$ cat config.mk
export PLATFORM = sky130hd
export DESIGN_NAME = rr_resource_scheduler
export DESIGN_NICKNAME = d
export VERILOG_FILES = /design/src/rtl/rr_sched_pkg.sv /design/src/rtl/rr_sched_pick.sv /design/src/rtl/rr_resource_scheduler.sv
export SDC_FILE = /design/constraint.sdc
export NUM_CORES = 1
export LEC_CHECK = 0
export BUFFER_PORTS_ARGS = -buffer_cell sky130_fd_sc_hd__buf_2
export CORE_UTILIZATION = 60
export DETAILED_ROUTE_END_ITERATION = 6
export PLACE_DENSITY = 0.85
export SLEW_MARGIN = 10
export SYNTH_ARGS = -nofsm -noshare
export SYNTH_HDL_FRONTEND = slang
export SYNTH_SLANG_ARGS = --single-unit
$ cat constraint.sdc
create_clock -name i_clk -period 3.9 [get_ports i_clk]
set_input_delay 0.39 -clock i_clk [delete_from_list [all_inputs] [get_ports i_clk]]
set_output_delay 0.39 -clock i_clk [all_outputs]
set_load 0.01 [all_outputs]
$ cat src/rtl/rr_sched_pkg.sv
// Shared types and helpers for the round-robin resource scheduler.
package rr_sched_pkg;

   typedef enum logic {
      IDLE = 1'b0,
      OWN  = 1'b1
   } sched_state_t;

   // Advances the round-robin pointer past the given index, wrapping at n-1.
   function automatic int unsigned ptr_inc(input int unsigned p, input int unsigned n);
      return (p >= n - 1) ? 0 : p + 1;
   endfunction

endpackage

$ cat src/rtl/rr_sched_pick.sv
// Combinational round-robin picker: first set bit of req at or above ptr, wrapping.
module rr_sched_pick #(
   parameter int N = 8,
   localparam int M = $clog2(N)
) (
   input  logic [N-1:0] req,
   input  logic [M-1:0] ptr,
   output logic [N-1:0] onehot,
   output logic [M-1:0] idx,
   output logic         any
);

   logic [2*N-1:0] dbl_r;
   logic [2*N-1:0] dbl_l;
   logic [N-1:0]   rot;
   logic [N-1:0]   iso;

   // Rotate so ptr sits at bit 0, keep the lowest set bit, then rotate back.
   assign dbl_r  = {req, req} >> ptr;
   assign rot    = dbl_r[N-1:0];
   assign iso    = rot & (~rot + {{(N-1){1'b0}}, 1'b1});
   assign dbl_l  = {iso, iso} << ptr;
   assign onehot = dbl_l[2*N-1:N];
   assign any    = |req;

   always_comb begin
      idx = '0;
      for (int i = 0; i < N; i++) begin
         if (onehot[i]) idx = M'(i);
      end
   end

endmodule

$ cat src/rtl/rr_resource_scheduler.sv
// Round-robin owner scheduler for one shared multi-cycle resource, with a
// per-grant ownership quantum and forced release on mask.
module rr_resource_scheduler
   import rr_sched_pkg::*;
#(
   parameter int N  = 8,
   parameter int QW = 8,
   localparam int M = $clog2(N)
) (
   input  logic          i_clk,
   input  logic          i_rstn,
   input  logic [N-1:0]  i_req,
   input  logic [N-1:0]  i_mask,
   input  logic [QW-1:0] i_quantum,
   output logic [N-1:0]  o_gnt,
   output logic [M-1:0]  o_owner,
   output logic          o_busy,
   output logic          o_timeout
);

   sched_state_t  state_q, state_d;
   logic [M-1:0]  ptr_q, ptr_d;
   logic [QW-1:0] cnt_q, cnt_d;
   logic [N-1:0]  gnt_q, gnt_d;
   logic [M-1:0]  owner_q, owner_d;
   logic          busy_q, busy_d;
   logic          timeout_q, timeout_d;

   logic [N-1:0]  ereq;
   logic [N-1:0]  pick_onehot;
   logic [M-1:0]  pick_idx;
   logic          pick_any;
   logic          release_now;

   assign ereq = i_req & ~i_mask;

   rr_sched_pick #(.N(N)) u_pick (
      .req    (ereq),
      .ptr    (ptr_q),
      .onehot (pick_onehot),
      .idx    (pick_idx),
      .any    (pick_any)
   );

   always_comb begin
      state_d     = state_q;
      ptr_d       = ptr_q;
      cnt_d       = cnt_q;
      gnt_d       = gnt_q;
      owner_d     = owner_q;
      busy_d      = busy_q;
      timeout_d   = 1'b0;
      release_now = 1'b0;

      case (state_q)
         IDLE: begin
            if (pick_any) begin
               gnt_d   = pick_onehot;
               owner_d = pick_idx;
               cnt_d   = i_quantum;
               busy_d  = 1'b1;
               state_d = OWN;
            end
         end
         OWN: begin
            // A dropped or masked owner wins over quantum expiry: no timeout then.
            if (!ereq[owner_q]) begin
               release_now = 1'b1;
            end else if (cnt_q == QW'(1)) begin
               release_now = 1'b1;
               timeout_d   = 1'b1;
            end else if (cnt_q != '0) begin
               cnt_d = cnt_q - QW'(1);
            end
         end
         default: begin
            state_d = IDLE;
         end
      endcase

      if (release_now) begin
         gnt_d   = '0;
         busy_d  = 1'b0;
         state_d = IDLE;
         ptr_d   = M'(ptr_inc(int'(owner_q), N));
      end
   end

   always_ff @(posedge i_clk or negedge i_rstn) begin
      if (!i_rstn) begin
         state_q   <= IDLE;
         ptr_q     <= '0;
         cnt_q     <= '0;
         gnt_q     <= '0;
         owner_q   <= '0;
         busy_q    <= 1'b0;
         timeout_q <= 1'b0;
      end else begin
         state_q   <= state_d;
         ptr_q     <= ptr_d;
         cnt_q     <= cnt_d;
         gnt_q     <= gnt_d;
         owner_q   <= owner_d;
         busy_q    <= busy_d;
         timeout_q <= timeout_d;
      end
   end

   assign o_gnt     = gnt_q;
   assign o_owner   = owner_q;
   assign o_busy    = busy_q;
   assign o_timeout = timeout_q;

endmodule

Yosys cells after proc, flatten, opt, wreduce, memory -nomap -nowiden
Cells that the tools add are included.
{"block": "totals", "ff_bits": 25, "inputBits": 26, "out_inout_bits": 13}
{"block": "classes", "eq_ne": 6, "n_lt_le_gt_ge": 2, "n_reduce_logical": 6, "n_addsub": 3, "muxes": 29, "shifts": 2, "n_bitwise": 5}
{"cell": "two-way mux 8 bit", "count": 7}
{"cell": "AND 8 bit", "count": 2}
{"cell": "NOT 8 bit", "count": 2}
{"cell": "case mux 8 bit (2 select lines)", "count": 1}
{"cell": "left shift 16 x 3 -> 16 bit", "count": 1}
{"cell": "right shift 16 x 3 -> 8 bit", "count": 1}
{"cell": "two-way mux 3 bit", "count": 5}
{"cell": "two-way mux 1 bit", "count": 13}
{"cell": "adder 8 x 1 -> 8 bit, second input constant", "count": 1}
{"cell": "equality test 8 x 1 -> 1 bit, second input constant", "count": 1}
{"cell": "nonzero test 8 bit", "count": 1}
{"cell": "OR reduction 8 bit", "count": 1}
{"cell": "subtractor 8 x 1 -> 8 bit, second input constant", "count": 1}
{"cell": "inequality test 2 x 1 -> 1 bit, second input constant", "count": 3}
{"cell": "less-than comparator 3 x 4 -> 1 bit, second input constant", "count": 1}
{"cell": "two-way mux 2 bit", "count": 2}
{"cell": "inequality test 2 bit, second input constant", "count": 2}
{"cell": "AND reduction 2 bit", "count": 2}
{"cell": "AND reduction 4 bit", "count": 1}
{"cell": "adder 3 x 1 -> 3 bit, second input constant", "count": 1}
{"cell": "binary-select mux 1 bit (select 3 bit)", "count": 1}
{"cell": ">= comparator 3 bit, second input constant", "count": 1}
{"cell": "nonzero test 2 bit", "count": 1}
{"cell": "NOT 1 bit", "count": 1}

Longest topological paths before layout
Gate-level depths: netlist of the first run.
{"block": "depth", "word_depth": 14, "mapped_depth": 9, "ltp_nobuf": 8}

By module
A second synthesis of the first run with hierarchy kept.
{"block": "hier_totals", "cells_unflattened": 291, "area_unflattened_um2": 2549.9}
{"module": "rr_resource_scheduler", "area_per_inst_um2": 1735.4, "instances": 1, "cells_per_inst": 188}
{"module": "rr_sched_pick", "area_per_inst_um2": 814.5, "instances": 1, "cells_per_inst": 103}

Worst setup path before layout of the first run
OpenSTA, ideal clock, no wires.
{"block": "synth_timing", "path_kind": "input-to-reg", "startpoint": "input i_mask[7]", "endpoint": "register owner_q[2], in the netlist o_owner[2]", "setup_ns": 0.084, "required_ns": 3.816, "setup_slack_ns": 1.569, "path_stages": 7, "arrival_time_ns": 2.247, "path_cell_list": "and2b_1 mux4_2 a2111oi_4 nand3_2 a211oi_2 mux2i_1 a41oi_2"}
{"block": "synth_via", "elab_chain_len": 11, "elab_cells_between_ends": 13, "cone_classes": "1 x add/sub; 2 x shift; 4 x mux; 4 x bitwise; 2 x reduce/logical"}
{"element": "start: declaration", "line_no": "rr_resource_scheduler.sv:13", "text": "input logic [N-1:0] i_mask,"}
{"element": "NOT 8 bit (*)", "line_no": "rr_resource_scheduler.sv:35", "text": "assign ereq = i_req & ~i_mask;"}
{"element": "AND 8 bit (*)", "line_no": "rr_resource_scheduler.sv:35"}
{"element": "right shift 16 x 3 -> 8 bit", "line_no": "rr_sched_pick.sv:19", "text": "assign dbl_r = {req, req} >> ptr;"}
{"element": "NOT 8 bit", "line_no": "rr_sched_pick.sv:21", "text": "assign iso = rot & (~rot + {{(N-1){1'b0}}, 1'b1});"}
{"element": "adder 8 x 1 -> 8 bit", "line_no": "rr_sched_pick.sv:21"}
{"element": "AND 8 bit", "line_no": "rr_sched_pick.sv:21"}
{"element": "left shift 16 x 3 -> 16 bit", "line_no": "rr_sched_pick.sv:22", "text": "assign dbl_l = {iso, iso} << ptr;"}
{"element": "two-way mux 3 bit (4 in series)", "line_no": "rr_sched_pick.sv:29", "text": "if (onehot[i]) idx = M'(i);"}
{"element": "end signal: assignment", "line_no": "rr_resource_scheduler.sv:103", "text": "owner_q <= owner_d;"}
{"element": "end: declaration", "line_no": "rr_resource_scheduler.sv:25", "text": "logic [M-1:0] owner_q, owner_d;"}
Every way passes the cells marked *; elsewhere a longest branch is shown, timed or not.
A chain may end at the register's enable or synchronous reset.

Worst setup path after layout of the first run
{"block": "layout_timing", "startpoint": "register ptr_q[0]", "endpoint": "register owner_q[0], in the netlist o_owner[0]"}
{"block": "layout_via", "elab_chain_len": 12}
{"element": "start: declaration", "line_no": "rr_resource_scheduler.sv:22", "text": "logic [M-1:0] ptr_q, ptr_d;"}
{"element": "start signal: assignment", "line_no": "rr_resource_scheduler.sv:100", "text": "ptr_q <= ptr_d;"}
{"element": "right shift 16 x 3 -> 8 bit", "line_no": "rr_sched_pick.sv:19"}
{"element": "NOT 8 bit", "line_no": "rr_sched_pick.sv:21"}
{"element": "adder 8 x 1 -> 8 bit", "line_no": "rr_sched_pick.sv:21"}
{"element": "AND 8 bit", "line_no": "rr_sched_pick.sv:21"}
{"element": "left shift 16 x 3 -> 16 bit (*)", "line_no": "rr_sched_pick.sv:22"}
{"element": "two-way mux 1 bit", "line_no": "rr_sched_pick.sv:29"}
{"element": "two-way mux 2 bit (2 in series)", "line_no": "rr_sched_pick.sv:29"}
{"element": "two-way mux 3 bit (3 in series)", "line_no": "rr_sched_pick.sv:29"}
{"element": "two-way mux 3 bit (*)", "line_no": "rr_sched_pick.sv:29"}
Marks and branches as above.

==> results of run 1 <==
cells by family after synthesis:
family / synth area share, %
and+or+nand+nor: 23.8
DFF: 30.0
buffers and inverters: 4.44
muxes: 12.2
adders and majority gates: 2.40
AOI/OAI and AO/OA: 27.2
per-layer routing:
metal / share of wire [%] / up-vias / global-route usage [%] / wire length (um)
met3: 6.1 / 4 / 3.41 / 308
met5: 0 / - / 0 / 0
met2: 50 / 76 / 49.6 / 2520
li1: - / 984 / - / -
met4: 0.79 / 0 / 7.47 / 40
met1: 43 / 988 / 38.5 / 2180
how the worst max path moves through the flow:
stage | depth (start not counted) | startpoint | to | slack (ps)
3_3_place_gp | 7 | ptr_q[0]$_DFFE_PN0P_ | o_owner[2]$_DFFE_PN0P_ | 980
3_5_place_dp | 7 | ptr_q[0]$_DFFE_PN0P_ | o_owner[0]$_DFFE_PN0P_ | 970
6_report | 7 | ptr_q[0]$_DFFE_PN0P_ | o_owner[0]$_DFFE_PN0P_ | 890
2_1_floorplan | 7 | i_mask[7] | o_owner[2]$_DFFE_PN0P_ | 1570
4_1_cts | 7 | ptr_q[0]$_DFFE_PN0P_ | o_owner[0]$_DFFE_PN0P_ | 910
5_1_grt | 7 | ptr_q[0]$_DFFE_PN0P_ | o_owner[2]$_DFFE_PN0P_ | 710
stage by stage:
step	power (mW)	hold slack (ps)
floorplan	1.39	94.4
global placement	1.63	402
detailed placement	1.67	401
CTS	1.79	26.7
global route	1.96	36.7
finish	1.80	17.3
critical path: stages (launching register included):
cell and delay (ps):
dfrtp_1 810, inv_2 240, mux4_2 540, a2111oi_4 460, nand3_2 150, a211oi_2 340, nor4_1 130, o311ai_2 240
sequential cells by signal, summed over array words and instances (netlist names):
| name | flops |
|---|---|
| o_gnt | 8 |
| o_owner | 3 |
| ptr_q | 3 |
| cnt_q | 8 |
| o_busy | 1 |
| o_timeout | 1 |
| state_q | 1 |
cell usage in the layout, fill, tap and decap left out, drive strengths merged, types with 4 or more instances in the layout:
cell     n
inv      9
nor3b    4
o211ai   4
o22ai    8
nor2b    9
mux2i   13
a21oi   14
o21ai   22
dfrtp   25
nand2b   8
nor2    11
nand2   17
a211oi   4
mux4     4
nand3   17
nor3     9
buf     42
ha       4
power groups by stage:
| stage | combinational [mW] | clock [mW] | sequential, mW |
|---|---|---|---|
| after global routing | 1.21 | 0.136 | 0.608 |
| after floorplan | 0.883 | 0 | 0.504 |
| final | 1.09 | 0.122 | 0.583 |
| after detailed placement | 1.08 | 0 | 0.585 |
| after CTS | 1.09 | 0.123 | 0.579 |
| after global placement | 1.05 | 0 | 0.581 |
layout make-up:
class | instances | area [um^2]
multi-input combinational | 194 | 1370
clock buffer | 3 | 22.5
tap | 46 | 57.6
fill | 270 | 1000
timing repair buffer | 42 | 220
sequential | 25 | 626
inverter | 9 | 33.8
clock inverter | 1 | 7.51
==> summary.md, run 1 <==
| Metric | Value |
|---|---|
| Cell taking the most area after synthesis | `dfrtp_1` |
| Starting utilization of the core area | `62.5%` |
| Total detailed-routing wirelength | `5040 um` |
| Number of sinks handled by clock tree synthesis | `25` |
| P_leak | `1.05 nW` |
| Detail Route Antenna Nets | `0` |
| Worst-path fanout max | `17` |
| Drt first pass iters | `4` |
| Buffer cell driving the clock tree root | `clkbuf_4` |
| Worst Path Arrival | `3240 ps` |
| I/O pins | `39` |
| Number of global-route vias before repair | `1774` |
| Avg Inst Size Synth | `8.61 um^2` |
| Slack of the worst reg-to-reg path | `890 ps` |
| Post-CTS repair timing setup buffer count | `0` |
| Top cells by area, synth | `dfrtp_1 30%, mux2i_1 6.2%, o21ai_0 4.3%, mux4_2 4.3%, nand3_1 3.8%` |
| DR WL/cell | `15.8 um` |
| Via count normalized by instance count | `6.41` |
| Number of DRC markers in iteration 0 | `124` |
| Setup Crit Path Kind | `flop to flop` |
| Worst vdd ir | `0.000319 V` |
| Gate power share | `60.8%` |
| Final instance area | `0.00233 mm^2` |
| Net switching power | `0.907 mW` |
| Worst slew slack as a fraction of its limit | `53.8%` |
| Synth top area share | `30.0%` |
| GPL Wtd Cong | `0.965` |
| Post-route insts no fill | `320` |
| Quantity of gates resized following cts | `0` |
| Distinct cells, synth | `55` |
| Launching point of the worst reg2reg path | `ptr_q[0]$_DFFE_PN0P_` |
| Number of buffers added on ports | `38` |
| Clk pin slew, worst setup/hold paths | `150 ps` |
| Minimum clock period | `3010 ps` |
| Worst slack after detailed placement | `975 ps` |
| Area delta synth->final | `11.9%` |
| Setup slack of the critical path after layout | `885 ps` |
| Die area | `0.00371 mm^2` |
| Max clock buf depth | `2` |
| Clock group share of total power | `6.8%` |
| Summed negative setup slack over all endpoints | `0 ps` |
| Sequential element share of the synthesized area | `30.0%` |
| Number of diodes added for antenna fixing | `0` |
| FFs w/ async S/R, synth | `100%` |
| Most common cell in the synthesized netlist | `dfrtp_1` |
| Sw Ratio | `50.5%` |
| Worst skew pair latency | `330 ps` |
| Chip Width | `60.9 um` |
| Pins Over Slew Limit | `0` |
| Wire length of the first global-routing pass | `7960 um` |
| Most used flip-flop cell after synthesis | `dfrtp_1` |
| Number of core rows | `21` |
| Summed instance area of the synthesized netlist | `0.00208 mm^2` |
| Overflow left after global routing | `0` |
| Final hold viol count | `0` |
| Number of levels the H-tree was split into | `1` |
| Via count | `2052` |
| Startpoint Class | `flop` |
| Largest net degree at the start of global routing | `28` |
| Setup repair after global routing missed its margin | `false` |
| Most common library cells after synthesis | `25 x dfrtp_1, 18 x o21ai_0, 17 x nand2_1, 16 x nand3_1, 14 x a21oi_1` |
| Number of enable flip-flop cells after synthesis | `0` |
| Internal | `0.890 mW` |
| Count of hold buffers inserted by post-cts repair | `0` |
| Clock tree from TritonCTS | `built` |
| Utilization after layout | `69.9%` |
| Cell area after placement | `0.00230 mm^2` |
| Instance count after placement with tap cells included | `316` |
| Number of buffers created by CTS | `3` |
| Number of nets in the synthesized netlist | `272` |
| Tightest Hold Check Type | `input pin to async pin` |
| Fin nets | `305` |
| Max-capacitance violation count | `0` |
| Element type at the critical path end | `flop` |
| Max frequency | `332 MHz` |
| Register bit total from synthesis | `25` |
| Count of unresolved DRC violations after routing | `0` |
| Pin slew with the least headroom to its limit | `693 ps` |
| Total routing usage reported by global routing | `28.8%` |
| Count of mapped cells out of synthesis | `242` |
| Final worst path period share | `77.3%` |
| Areal power density over the cells | `770 mW/mm^2` |
| Worst r2r path cells | `7` |
| Setup Skew | `17.7 ps` |
| Core region area | `0.00334 mm^2` |
| Status | `complete, no violations` |
| Initial antenna violation count | `0` |
| Die span in y | `60.9 um` |
| Layout cells sized above 1 | `23.4%` |
| Terminus of the critical flop-to-flop path | `o_owner[0]$_DFFE_PN0P_` |
| Yosys warnings | `0` |
| Final-report setup violation count | `0` |
| Data required time of the critical path | `4130 ps` |
| Register share of total power | `32.5%` |
| Post-detailed-placement half-perimeter wirelength | `3890 um` |
(Power assumes the default switching activity.)
==> run 2, diff against run 1 <==
--- a/config.mk
+++ b/config.mk
@@ -5,10 +5,11 @@
 export SDC_FILE = /design/constraint.sdc
 export NUM_CORES = 1
 export LEC_CHECK = 0
+export ABC_AREA = 1
 export BUFFER_PORTS_ARGS = -buffer_cell sky130_fd_sc_hd__buf_2
-export CORE_UTILIZATION = 60
+export CORE_UTILIZATION = 51
 export DETAILED_ROUTE_END_ITERATION = 6
-export PLACE_DENSITY = 0.85
+export PLACE_DENSITY = 0.77
 export SLEW_MARGIN = 10
 export SYNTH_ARGS = -nofsm -noshare
 export SYNTH_HDL_FRONTEND = slang
==> constraint.sdc (replaced) <==
create_clock -name i_clk -period 2.75 [get_ports i_clk]
set_input_delay 0.275 -clock i_clk [delete_from_list [all_inputs] [get_ports i_clk]]
set_output_delay 0.275 -clock i_clk [all_outputs]
set_load 0.01 [all_outputs]
==> summary.md, run 2 <==
| Metric | Value |
|---|---|
| Status | `complete, no violations` |
| Register bit total from synthesis | `25` |
| Pins Over Slew Limit | `0` |
| Number of diodes added for antenna fixing | `0` |
| Summed instance area of the synthesized netlist | `0.00218 mm^2` |
| FFs w/ async S/R, synth | `100%` |
| Sequential element share of the synthesized area | `28.7%` |
| Cell area after placement | `0.00238 mm^2` |
| Worst vdd ir | `0.000562 V` |
| Fin nets | `402` |
| Cell taking the most area after synthesis | `dfrtp_1` |
| Most used cells in the layout excluding fill and tap cells | `87 x nand2_1, 74 x nand3_1, 38 x buf_2` |
| Drt first pass iters | `5` |
| Setup repair after global routing missed its margin | `false` |
| Area delta synth->final | `11.9%` |
| Quantity of gates resized following cts | `0` |
| Post-detailed-placement half-perimeter wirelength | `4040 um` |
| Number of nets in the synthesized netlist | `365` |
| Clock tree from TritonCTS | `built` |
| Avg Inst Size Synth | `6.50 um^2` |
| I/O pins | `39` |
| Count of unresolved DRC violations after routing | `0` |
| Number of core rows | `23` |
| Via count | `2302` |
| Number of buffers added on ports | `38` |
| Cell breakdown of the critical path | `buf_4 -> nand3_1 -> nand3_1 -> nand2_1 -> nand2_1 -> nand2_1 -> nand2_4 -> nor2_8 -> nand3_1 -> nand3_1 -> nand3_1 -> nand2_1 -> inv_2 -> nand3_1 -> nand2_1 -> nand2_1` |
| Worst slew slack as a fraction of its limit | `61.0%` |
| Overflow left after global routing | `0` |
| Layer with the highest usage after global routing | `met2` |
| Count of mapped cells out of synthesis | `335` |
| Final instance area | `0.00244 mm^2` |
| Most used flip-flop cell after synthesis | `dfrtp_1` |
| Detail Route Antenna Nets | `0` |
| Number of sinks handled by clock tree synthesis | `25` |
| Synth top area share | `28.7%` |
| Buffer cell driving the clock tree root | `clkbuf_8` |
| Startpoint Class | `flop` |
| Met3 usage in global routing | `4.05%` |
| Clk pin slew, worst setup/hold paths | `90 ps` |
| Setup Crit Path Kind | `flop to flop` |
| XOR/XNOR Fraction of Synth Area | `0.402%` |
| Layout cells sized above 1 | `19.1%` |
| Worst path bufs/invs | `2` |
| Pin slew with the least headroom to its limit | `585 ps` |
| Count of hold buffers inserted by post-cts repair | `1` |
| Final hold slack | `253 ps` |
| Number of buffers created by CTS | `3` |
| Most common cell in the synthesized netlist | `nand2_1` |
| Fill cell count | `392` |
| Worst-path fanout max | `10` |
| Total detailed-routing wirelength | `5150 um` |
| Number of DRC markers in iteration 0 | `143` |
| Starting utilization of the core area | `53.7%` |
| Die span in y | `67.4 um` |
| Final hold viol count | `0` |
| Summed negative setup slack over all endpoints | `0 ps` |
| Distinct cells, synth | `34` |
| Initial antenna violation count | `0` |
| Top cells by area, synth | `dfrtp_1 29%, nand3_1 17%, nand2_1 15%, nor2_1 5.2%, inv_1 4.3%` |
| Max clock buf depth | `2` |
| Main combinational cell family by area after synthesis | `simple AND/OR/NAND/NOR gates` |
| Most common library cells after synthesis | `87 x nand2_1, 74 x nand3_1, 30 x nor2_1, 25 x dfrtp_1, 25 x inv_1` |
| Setup Skew | `4.55 ps` |
| Gate power share | `69.7%` |
| DR WL/cell | `12.2 um` |
| Net switching power | `1.68 mW` |
| Delay-heaviest family, CP | `simple AND/OR/NAND/NOR gates` |
| Wire length of the first global-routing pass | `8630 um` |
| Sw Ratio | `55.1%` |
| Chip Width | `67.4 um` |
| Final worst path period share | `81.0%` |
| GPL Wtd Cong | `0.899` |
| Final-report setup violation count | `0` |
| Largest net degree at the start of global routing | `26` |
| Clock group share of total power | `7.2%` |
| Met1 Use GR | `36.7%` |
| Die area | `0.00454 mm^2` |
| Internal | `1.37 mW` |
| Post-CTS repair timing setup buffer count | `0` |
| Worst Path Arrival | `2450 ps` |
| P_leak | `1.30 nW` |
| Post-synthesis share of cell area spent on and, or, nand and nor gates | `46.7%` |
| Areal power density over the cells | `1250 mW/mm^2` |
| Crit-path max cell delay | `500 ps` |
| Routing usage on met2 | `37.0%` |
| Worst skew pair latency | `270 ps` |
| Via count normalized by instance count | `5.47` |
| Total routing usage reported by global routing | `24.8%` |
| Element type at the critical path end | `flop` |
| Most common cell after layout, fill and taps aside | `nand2_1` |
| Area fraction in compound gates after synthesis | `11.8%` |
| Core region area | `0.00406 mm^2` |
| Register share of total power | `23.0%` |
| Slowest stage cell on the critical path | `dfrtp_1` |
| Max-capacitance violation count | `0` |
| Max frequency | `449 MHz` |
| Minimum clock period | `2230 ps` |
| Slack of the worst reg-to-reg path | `520 ps` |
| Multiplexer share of the synthesized area | `0%` |
| Number of levels the H-tree was split into | `1` |
| Number of enable flip-flop cells after synthesis | `0` |
| Yosys warnings | `0` |
| Tightest Hold Check Type | `input pin to flop` |
| Post-Synth Adder-Cell Area | `2.30%` |
| Number of global-route vias before repair | `1913` |
| Data required time of the critical path | `2970 ps` |
==> run 2: changes by cell type after synthesis, moves of 5 or more <==
cell | before | now
nand2_1 | 17 | 87
nand3_1 | 16 | 74
nor2_1 | 11 | 30
inv_1 | 8 | 25
mux2i_1 | 13 | 0
nor2b_1 | 9 | 0
clkbuf_1 | 10 | 2
nand2b_1 | 8 | 0
a21oi_1 | 14 | 8
o22ai_1 | 8 | 2
nand3_2 | 1 | 6
==> run 2: metal layers <==
layer	up-vias	part of all wire [%]
li1	1196	-
met1	1007	50
met2	90	42
met3	9	6.2
met4	0	1.3
met5	-	0
==> run 2: worst reg2reg max path: stages (launching register included) <==
cell     delay (ps)
dfrtp_1         500
buf_4           230
nand3_1         110
nand3_1         110
nand2_1         110
nand2_1          50
nand2_1         140
nand2_4          90
nor2_8          130
nand3_1         120
nand3_1         130
nand3_1          80
nand2_1         130
inv_2            50
nand3_1          80
nand2_1          50
nand2_1          50
==> run 2: power by group through the flow <==
stage / Clock (mW) / Combinational (mW) / Sequential (mW)
after CTS: 0.229 / 2.12 / 0.701
final: 0.221 / 2.13 / 0.702
after global placement: 0 / 2.07 / 0.703
after detailed placement: 0 / 2.11 / 0.707
after floorplan: 0 / 1.72 / 0.671
after global routing: 0.245 / 2.43 / 0.728
==> run 2: final cells by class <==
class	count	area [um^2]	area share, %
inverters	33	131	5.39
well taps	50	62.6	2.57
flip-flops and latches	25	626	25.7
clock buffers	3	41.3	1.69
repair buffers	44	238	9.75
multi-input cells	265	1330	54.7
clock inverters	1	5.00	0.205
==> run 2: path summary, 6_finish.rpt <==
path / start / to / cells after the start
worst max-delay path: ptr_q[0]$_DFFE_PN0P_ / o_owner[0]$_DFFE_PN0P_ / 16
worst min-delay path: i_quantum[1] / cnt_q[1]$_DFFE_PN0P_ / 3
worst max register to register: ptr_q[0]$_DFFE_PN0P_ / o_owner[0]$_DFFE_PN0P_ / 16
worst min register to register: o_gnt[0]$_DFFE_PN0P_ / o_gnt[0]$_DFFE_PN0P_ / 2
max in group asynchronous: i_rstn / cnt_q[5]$_DFFE_PN0P_ / 2
min in group asynchronous: i_rstn / o_gnt[4]$_DFFE_PN0P_ / 2
==> run 2: kinds of logic after synthesis <==
logic type	Yosys count
simple gates	216
fa+ha+maj	4
buf+inv	45
flops	25
xor+xnor	1
compound gates	44
==> run 2: stage by stage <==
step	setup WS, ps	power [mW]	util, %	std cells
after floorplan	931	2.40	-	335
after global placement	576	2.77	58.7	416
after detailed placement	560	2.82	58.7	416
after CTS	547	3.05	60.1	421
after global routing	228	3.40	60.1	421
final	523	3.05	60.1	421
